<file path="config.mk">
export PLATFORM = sky130hd
export DESIGN_NAME = regfile_scoreboard
export DESIGN_NICKNAME = d
export VERILOG_FILES = /design/src/rtl/regfile_scoreboard_pkg.sv /design/src/rtl/regfile_read_port.sv /design/src/rtl/regfile_scoreboard.sv
export SDC_FILE = /design/constraint.sdc
export NUM_CORES = 2
export LEC_CHECK = 0
export BUFFER_PORTS_ARGS = -buffer_cell sky130_fd_sc_hd__buf_4
export CAP_MARGIN = 40
export CORE_ASPECT_RATIO = 0.6
export CORE_UTILIZATION = 30
export CTS_BUF_LIST = sky130_fd_sc_hd__clkbuf_8
export DETAILED_ROUTE_END_ITERATION = 12
export GPL_ROUTABILITY_DRIVEN = 0
export PLACE_DENSITY = 0.41
export SYNTH_ARGS = -nofsm -noshare
export SYNTH_HDL_FRONTEND = slang
export SYNTH_SLANG_ARGS = --single-unit
export TNS_END_PERCENT = 100
</file>
<file path="constraint.sdc">
create_clock -name clk -period 44.9 [get_ports clk]
set_input_delay 2.245 -clock clk [delete_from_list [all_inputs] [get_ports clk]]
set_output_delay 2.245 -clock clk [all_outputs]
set_load 0.02 [all_outputs]
</file>
<file path="src/rtl/regfile_scoreboard_pkg.sv">
// Shared definitions for the register file / scoreboard and the pipeline
// stages around it: default geometry plus the register index and data types
// used by decode and writeback.
package regfile_scoreboard_pkg;

  localparam int DEF_DATA_W = 32;
  localparam int DEF_ADDR_W = 5;
  localparam int DEF_NRD    = 2;

  typedef logic [DEF_ADDR_W-1:0] reg_idx_t;
  typedef logic [DEF_DATA_W-1:0] reg_data_t;

endpackage

</file>
<file path="src/rtl/regfile_read_port.sv">
// One read port of the register file. It applies hardwired-zero masking,
// forwards same-cycle writeback data and qualifies the pending flag so that a
// forwarded value is never reported as busy.
module regfile_read_port
  import regfile_scoreboard_pkg::*;
#(
  parameter int DATA_W   = DEF_DATA_W,
  parameter int ADDR_W   = DEF_ADDR_W,
  parameter int ZERO_REG = 1,
  parameter int BYPASS   = 1
) (
  input  logic [ADDR_W-1:0] ra,
  input  logic [DATA_W-1:0] stored,
  input  logic              pending,
  input  logic              regwr,
  input  logic [ADDR_W-1:0] rd,
  input  logic [DATA_W-1:0] data,
  output logic [DATA_W-1:0] out,
  output logic              busy
);

  logic is_zero;
  logic is_fwd;

  // Select stored, forwarded or zero data and the matching busy flag.
  always_comb begin
    is_zero = (ZERO_REG != 0) && (ra == {ADDR_W{1'b0}});
    is_fwd  = (BYPASS != 0) && regwr && (rd == ra);
    out     = stored;
    busy    = pending;
    if (is_zero) begin
      out  = {DATA_W{1'b0}};
      busy = 1'b0;
    end else if (is_fwd) begin
      out  = data;
      busy = 1'b0;
    end else begin
      out  = stored;
      busy = pending;
    end
  end

endmodule

</file>
<file path="src/rtl/regfile_scoreboard.sv">
// Parametrised register file with asynchronous reads, write-to-read bypass,
// optional hardwired-zero register and a per-register pending scoreboard with
// a running count of outstanding producers.
module regfile_scoreboard
  import regfile_scoreboard_pkg::*;
#(
  parameter int DATA_W   = DEF_DATA_W,
  parameter int ADDR_W   = DEF_ADDR_W,
  parameter int NRD      = DEF_NRD,
  parameter int ZERO_REG = 1,
  parameter int BYPASS   = 1
) (
  input  logic                    clk,
  input  logic                    reset,
  input  logic                    regwr,
  input  logic [ADDR_W-1:0]       rd,
  input  logic [DATA_W-1:0]       data,
  input  logic [NRD*ADDR_W-1:0]   ra,
  output logic [NRD*DATA_W-1:0]   out,
  output logic [(1<<ADDR_W)-1:0]  decode,
  input  logic                    issue_en,
  input  logic [ADDR_W-1:0]       issue_rd,
  output logic [NRD-1:0]          busy,
  output logic                    stall,
  output logic [ADDR_W:0]         pend_cnt
);

  localparam int DEPTH = 1 << ADDR_W;

  logic [DATA_W-1:0] regs [DEPTH];
  logic [DEPTH-1:0]  pending;
  logic [DEPTH-1:0]  pending_nxt;
  logic [DEPTH-1:0]  wr_onehot;
  logic [DEPTH-1:0]  set_mask;
  logic [ADDR_W:0]   cnt_nxt;
  logic              wr_ok;
  logic              set_ok;
  logic              set_new;
  logic              clr_eff;

  // Qualify write and claim against the zero register, then build the next
  // scoreboard state; a claim overrides a same-cycle clear of that register.
  always_comb begin
    wr_onehot   = regwr ? ({{(DEPTH-1){1'b0}}, 1'b1} << rd) : {DEPTH{1'b0}};
    wr_ok       = regwr && !((ZERO_REG != 0) && (rd == {ADDR_W{1'b0}}));
    set_ok      = issue_en && !((ZERO_REG != 0) && (issue_rd == {ADDR_W{1'b0}}));
    set_mask    = set_ok ? ({{(DEPTH-1){1'b0}}, 1'b1} << issue_rd) : {DEPTH{1'b0}};
    set_new     = set_ok && !pending[issue_rd];
    clr_eff     = regwr && pending[rd] && !(set_ok && (issue_rd == rd));
    pending_nxt = (pending & ~wr_onehot) | set_mask;
    cnt_nxt     = pend_cnt + {{ADDR_W{1'b0}}, set_new} - {{ADDR_W{1'b0}}, clr_eff};
    decode      = wr_onehot;
  end

  // Register storage: cleared by reset, written on a qualified writeback.
  always_ff @(posedge clk or posedge reset) begin
    if (reset) begin
      for (int i = 0; i < DEPTH; i++) begin
        regs[i] <= {DATA_W{1'b0}};
      end
    end else if (wr_ok) begin
      regs[rd] <= data;
    end
  end

  // Scoreboard bits and outstanding-producer count.
  always_ff @(posedge clk or posedge reset) begin
    if (reset) begin
      pending  <= {DEPTH{1'b0}};
      pend_cnt <= {(ADDR_W+1){1'b0}};
    end else begin
      pending  <= pending_nxt;
      pend_cnt <= cnt_nxt;
    end
  end

  for (genvar gi = 0; gi < NRD; gi++) begin : g_port
    logic [ADDR_W-1:0] port_ra;
    assign port_ra = ra[gi*ADDR_W +: ADDR_W];

    regfile_read_port #(
      .DATA_W   (DATA_W),
      .ADDR_W   (ADDR_W),
      .ZERO_REG (ZERO_REG),
      .BYPASS   (BYPASS)
    ) u_port (
      .ra      (port_ra),
      .stored  (regs[port_ra]),
      .pending (pending[port_ra]),
      .regwr   (regwr),
      .rd      (rd),
      .data    (data),
      .out     (out[gi*DATA_W +: DATA_W]),
      .busy    (busy[gi])
    );
  end

  assign stall = |busy;

endmodule

</file>
Yosys cells after proc, flatten, opt, wreduce, memory -nomap -nowiden
Index checks and enable logic that the tools add are counted.

Logic and storage cells: 100. Bits in registers: 1062. Output and inout bits: 105. Input port bits: 56.

Order comparisons: 8. Reductions and logical operators: 18. Equality and inequality tests: 3. Shifts and indexed selects: 2. Muxes and demuxes: 27. Bitwise operators: 6. Add/subtract/negate cells: 2.

Operators with widths (number): $bwmux W1024 (1); $mux W32 (11); $bmux W32 S5 (2); $demux W32 S5 (1); $shl A1 B5 Y32 const A (2); $and A32 B32 Y32 (1); $not A32 Y32 (1); $or A32 B32 Y32 (1); $lt A5 B6 Y1 const B (4); $bmux W1 S5 (4); $logic_not A5 Y1 (4); $ge A6 B6 Y1 const B (3); $not A5 Y6 (3); $eq A5 B5 Y1 (3); $logic_and A1 B1 Y1 (9); $mux W1 (8); $add A6 B1 Y6 (1); $lt A6 B1 Y1 const B (1); $sub A6 B1 Y6 (1); $logic_not A1 Y1 (4); $reduce_or A2 Y1 (1).

Depth between registers and ports, before layout
Depth in word-level cells: 7. Gate-level depth with buffers: 15.

Modules after synthesis
A second synthesis with hierarchy kept.

Cell total of the unflattened synthesis: 3647. Area, all modules: 58109.5 µm².

Modules (own cells, without submodules): regfile_scoreboard (area each 56553.0 µm², cells an instance 3395, seq. area each 26575.5 µm², times used 1); regfile_read_port (area each 778.2 µm², cells an instance 126, seq. area each 0.0 µm², times used 2).

Worst setup path after synthesis
OpenSTA, ideal clock, no wires.

Path type: input to output. From: in ra[6]. To: out out[35]. Data arrival time: 4.068 ns. Path slack: 38.587 ns. Buffers on the path: 3. Required time: 42.655 ns. Stages: 7. Path through: buf_2 -> buf_2 -> buf_1 -> nand2_1 -> o22ai_1 -> a2111oi_2 -> o31ai_1.

Cells in the longest elaborated chain, start to end: 6.

RTL lines: start, declared (RTL line regfile_scoreboard.sv:18) `input logic [NRD*ADDR_W-1:0] ra,`; $not A5 Y6 (not written as such) (RTL line regfile_scoreboard.sv:88) `.stored (regs[port_ra]),`; $bmux W32 S5 (RTL line regfile_scoreboard.sv:88); $mux W32 (not written as such) (2 in a row) (RTL line regfile_scoreboard.sv:88); $mux W32 (RTL line regfile_read_port.sv:34) `end else if (is_fwd) begin`; $mux W32 * (RTL line regfile_read_port.sv:31) `if (is_zero) begin`; end, declared (RTL line regfile_scoreboard.sv:19) `output logic [NRD*DATA_W-1:0] out,`.

Mark *: on every way between the ends. The rest lies on a longest branch, timed or not. The select of a mux whose other input is x is not followed.

Worst setup path after layout
From: in ra[5]. To: out out[49].

Same word-level chain as after synthesis.

==> flow_summary.json <==
{
  "grt_pass1_wl_um": 357000,
  "holdCritStartpoint": "regs[1008]",
  "postCtsHoldBufs": 0,
  "async_flop_share_pct": 100,
  "drv_cap": 0,
  "synth_edf_count": 0,
  "drtIter0Drc": 4634,
  "total_power_mw": 2.84,
  "drt-wirelength-per-cell_um": 34.9,
  "cp_common_cell": "buf_4",
  "tightest_slew_ps": 1040,
  "timing.fmax_mhz": 112,
  "ant_nets": 0,
  "fin_nets": 4660,
  "status": "finished clean",
  "holdCritPathClass": "reg -> reg",
  "dieArea_um2": 194000,
  "syn_to_final_growth_pct": 13.7,
  "drt_wl_total_um": 255000,
  "initial_core_util_pct": 30.3,
  "yosysSeqAreaShare_pct": 46.0,
  "postLayoutCoreUtil_pct": 34.4,
  "clock_latency_ps": 910,
  "cpPeakStageDelay_ps": 790,
  "antenna_found_initial": 20,
  "port_buffers": 160,
  "r2r_start": "pending[24]",
  "dp_cells": 6996,
  "hpwl_um": 148000,
  "ir_drop_mv": 0.0288,
  "hold_viol": 0,
  "ys_warn_count": 0,
  "cts_tree": "built",
  "r2r_setup_slack_ps": 41460,
  "route.detailed.drc": 0,
  "synth_most_common_cell": "dfrtp_1",
  "syn_nets": 4635,
  "hold_path_end": "regs[1008]",
  "ff2ff_path_depth": 12,
  "h-tree-depth": 4,
  "overflow": 0,
  "cp.required_ps": 42660,
  "die_x_um": 569,
  "synth_area_um2": 57800,
  "post-route-min-period_ps": 8910,
  "finClkSkew_ps": 39.8,
  "clk_pin_slew_worst_paths_ps": 60,
  "cts_buffers": 182,
  "synth_top_cell_by_area": "dfrtp_1",
  "cts_root_buf": "clkbuf_8",
  "postCtsSetupBuffers": 0,
  "timing.final.crit_share_pct": 19.8,
  "synthFlopType": "dfrtp_1",
  "endpoint_kind": "output port",
  "core_area_um2": 191000,
  "crit_fanout": 51,
  "start_kind": "input pin",
  "synth_top_area_share_pct": 46.0,
  "grt_max_degree": 137,
  "setup_tns_ps": 0,
  "clockBufferDepth": 4,
  "avgSynthCellArea_um2": 12.6,
  "setup-violations-final": 0,
  "first_pass_iters": 6,
  "syn_inst": 4572,
  "p_leak_nw": 29.3,
  "min_path_cells": 0,
  "ctsResizeCount": 0,
  "drive_gt1_share_pct": 38.5,
  "top_level_ports": 161,
  "max-slew-margin-rel_pct": 30.4,
  "vias": 42100,
  "p_per_area_nw_per_um2": 43.2,
  "ys_seq_elements": 1062,
  "fp.dieH_um": 342,
  "worstPathArrival_ps": 6660,
  "final_cells": 7311,
  "synth_top_cells_by_area": "dfrtp_1 (46%), mux4_2 (18%), mux2_2 (14%)",
  "rsz0062_at_grt": "no",
  "r2r_end": "pend_cnt[4]",
  "grt_usage_pct": 26.1,
  "finalMaxSlewViolations": 0,
  "synth_common_cells": "dfrtp_1 (1062), nand2_1 (949), mux2_2 (704), mux4_2 (456), clkbuf_1 (254)",
  "path_class": "in -> out",
  "grt_pass1_vias": 42100,
  "slowest_stage": "buf_4",
  "worstPathCellList": "buf_8 > buf_4 > buf_4 > buf_4 > mux4_2 > a22o_1 > a2111oi_2 > a21oi_1 > a22o_1 > buf_4",
  "rows": 124,
  "cts_num_sinks": 1062,
  "via_per_inst": 5.76,
  "synth.distinct_cells": 71
}
worst max-delay path: cells and delay by family:
family | cells | cell delay (ps)
buf+inv | 5 | 2600
compound gates | 4 | 940
mux | 1 | 600
per-stage QoR:
stage / setup WS (ps) / cell area [um^2] / hold slack, ps
global route: 35750 / 65700 / 412
finish: 35990 / 65700 / 397
detailed placement: 35980 / 62100 / 383
global placement: 35530 / 61200 / 379
floorplan: 12760 / 57800 / 441
CTS: 35980 / 65700 / 399
power breakdown:
group,switching (mW),leakage (nW),internal [mW]
Combinational,0.295,13.6,0.338
Clock,0.441,2.06,0.474
Sequential,0.148,13.6,1.14
Total,0.884,29.3,1.95
flip-flops by register name, indices dropped and copies added, names as in the netlist:
signal,cells
pend_cnt,6
pending,32
regs,1024
worst max path at each step:
stage                from  slack [ps]          end  cells after the start
floorplan           reset       12760  pend_cnt[0]                      1
global placement    ra[5]       35530      out[49]                     10
detailed placement  ra[5]       35980      out[49]                     10
CTS                 ra[5]       35980      out[49]                     10
global route        ra[5]       35750      out[49]                     10
finish              ra[5]       35990      out[49]                     10
cell usage in the layout (no fill, tap or decap), types with 24 or more instances in the layout:
cell type  instances
mux2i_1          211
inv_1             66
a22oi_1           76
buf_16            28
dfrtp_1         1062
clkbuf_8         233
buf_4            271
nand2_1          934
a22o_1            56
o22ai_1           68
o221ai_1          24
mux4_2           456
a221oi_1          28
o21ai_0           42
a21oi_1           55
nand3_1           44
a211oi_1          39
mux2_2           704
layout make-up:
type | instances | area (um^2)
Antenna cell | 7 | 17.5
Sequential cell | 1062 | 26600
Multi-Input combinational cell | 3005 | 29000
Timing Repair Buffer | 320 | 3130
Fill cell | 18800 | 125000
Clock buffer | 233 | 3210
Clock inverter | 75 | 387
Tap cell | 2583 | 3230
Inverter | 26 | 105
per-layer routing:
layer	global-route usage (%)	share of wire, %
met2	37.2	42
met4	5.32	2.0
met3	5.36	7.8
met1	40.3	48
met5	0	0.0051
kinds of logic after synthesis:
logic type      share of synthesized area, %
compound gates                          6.08
xor+xnor                               0.288
fa+ha+maj                              0.165
buf+inv                                 4.29
flops                                   46.0
mux                                     35.2
simple gates                            7.96
Power figures use the tool's default switching activity.
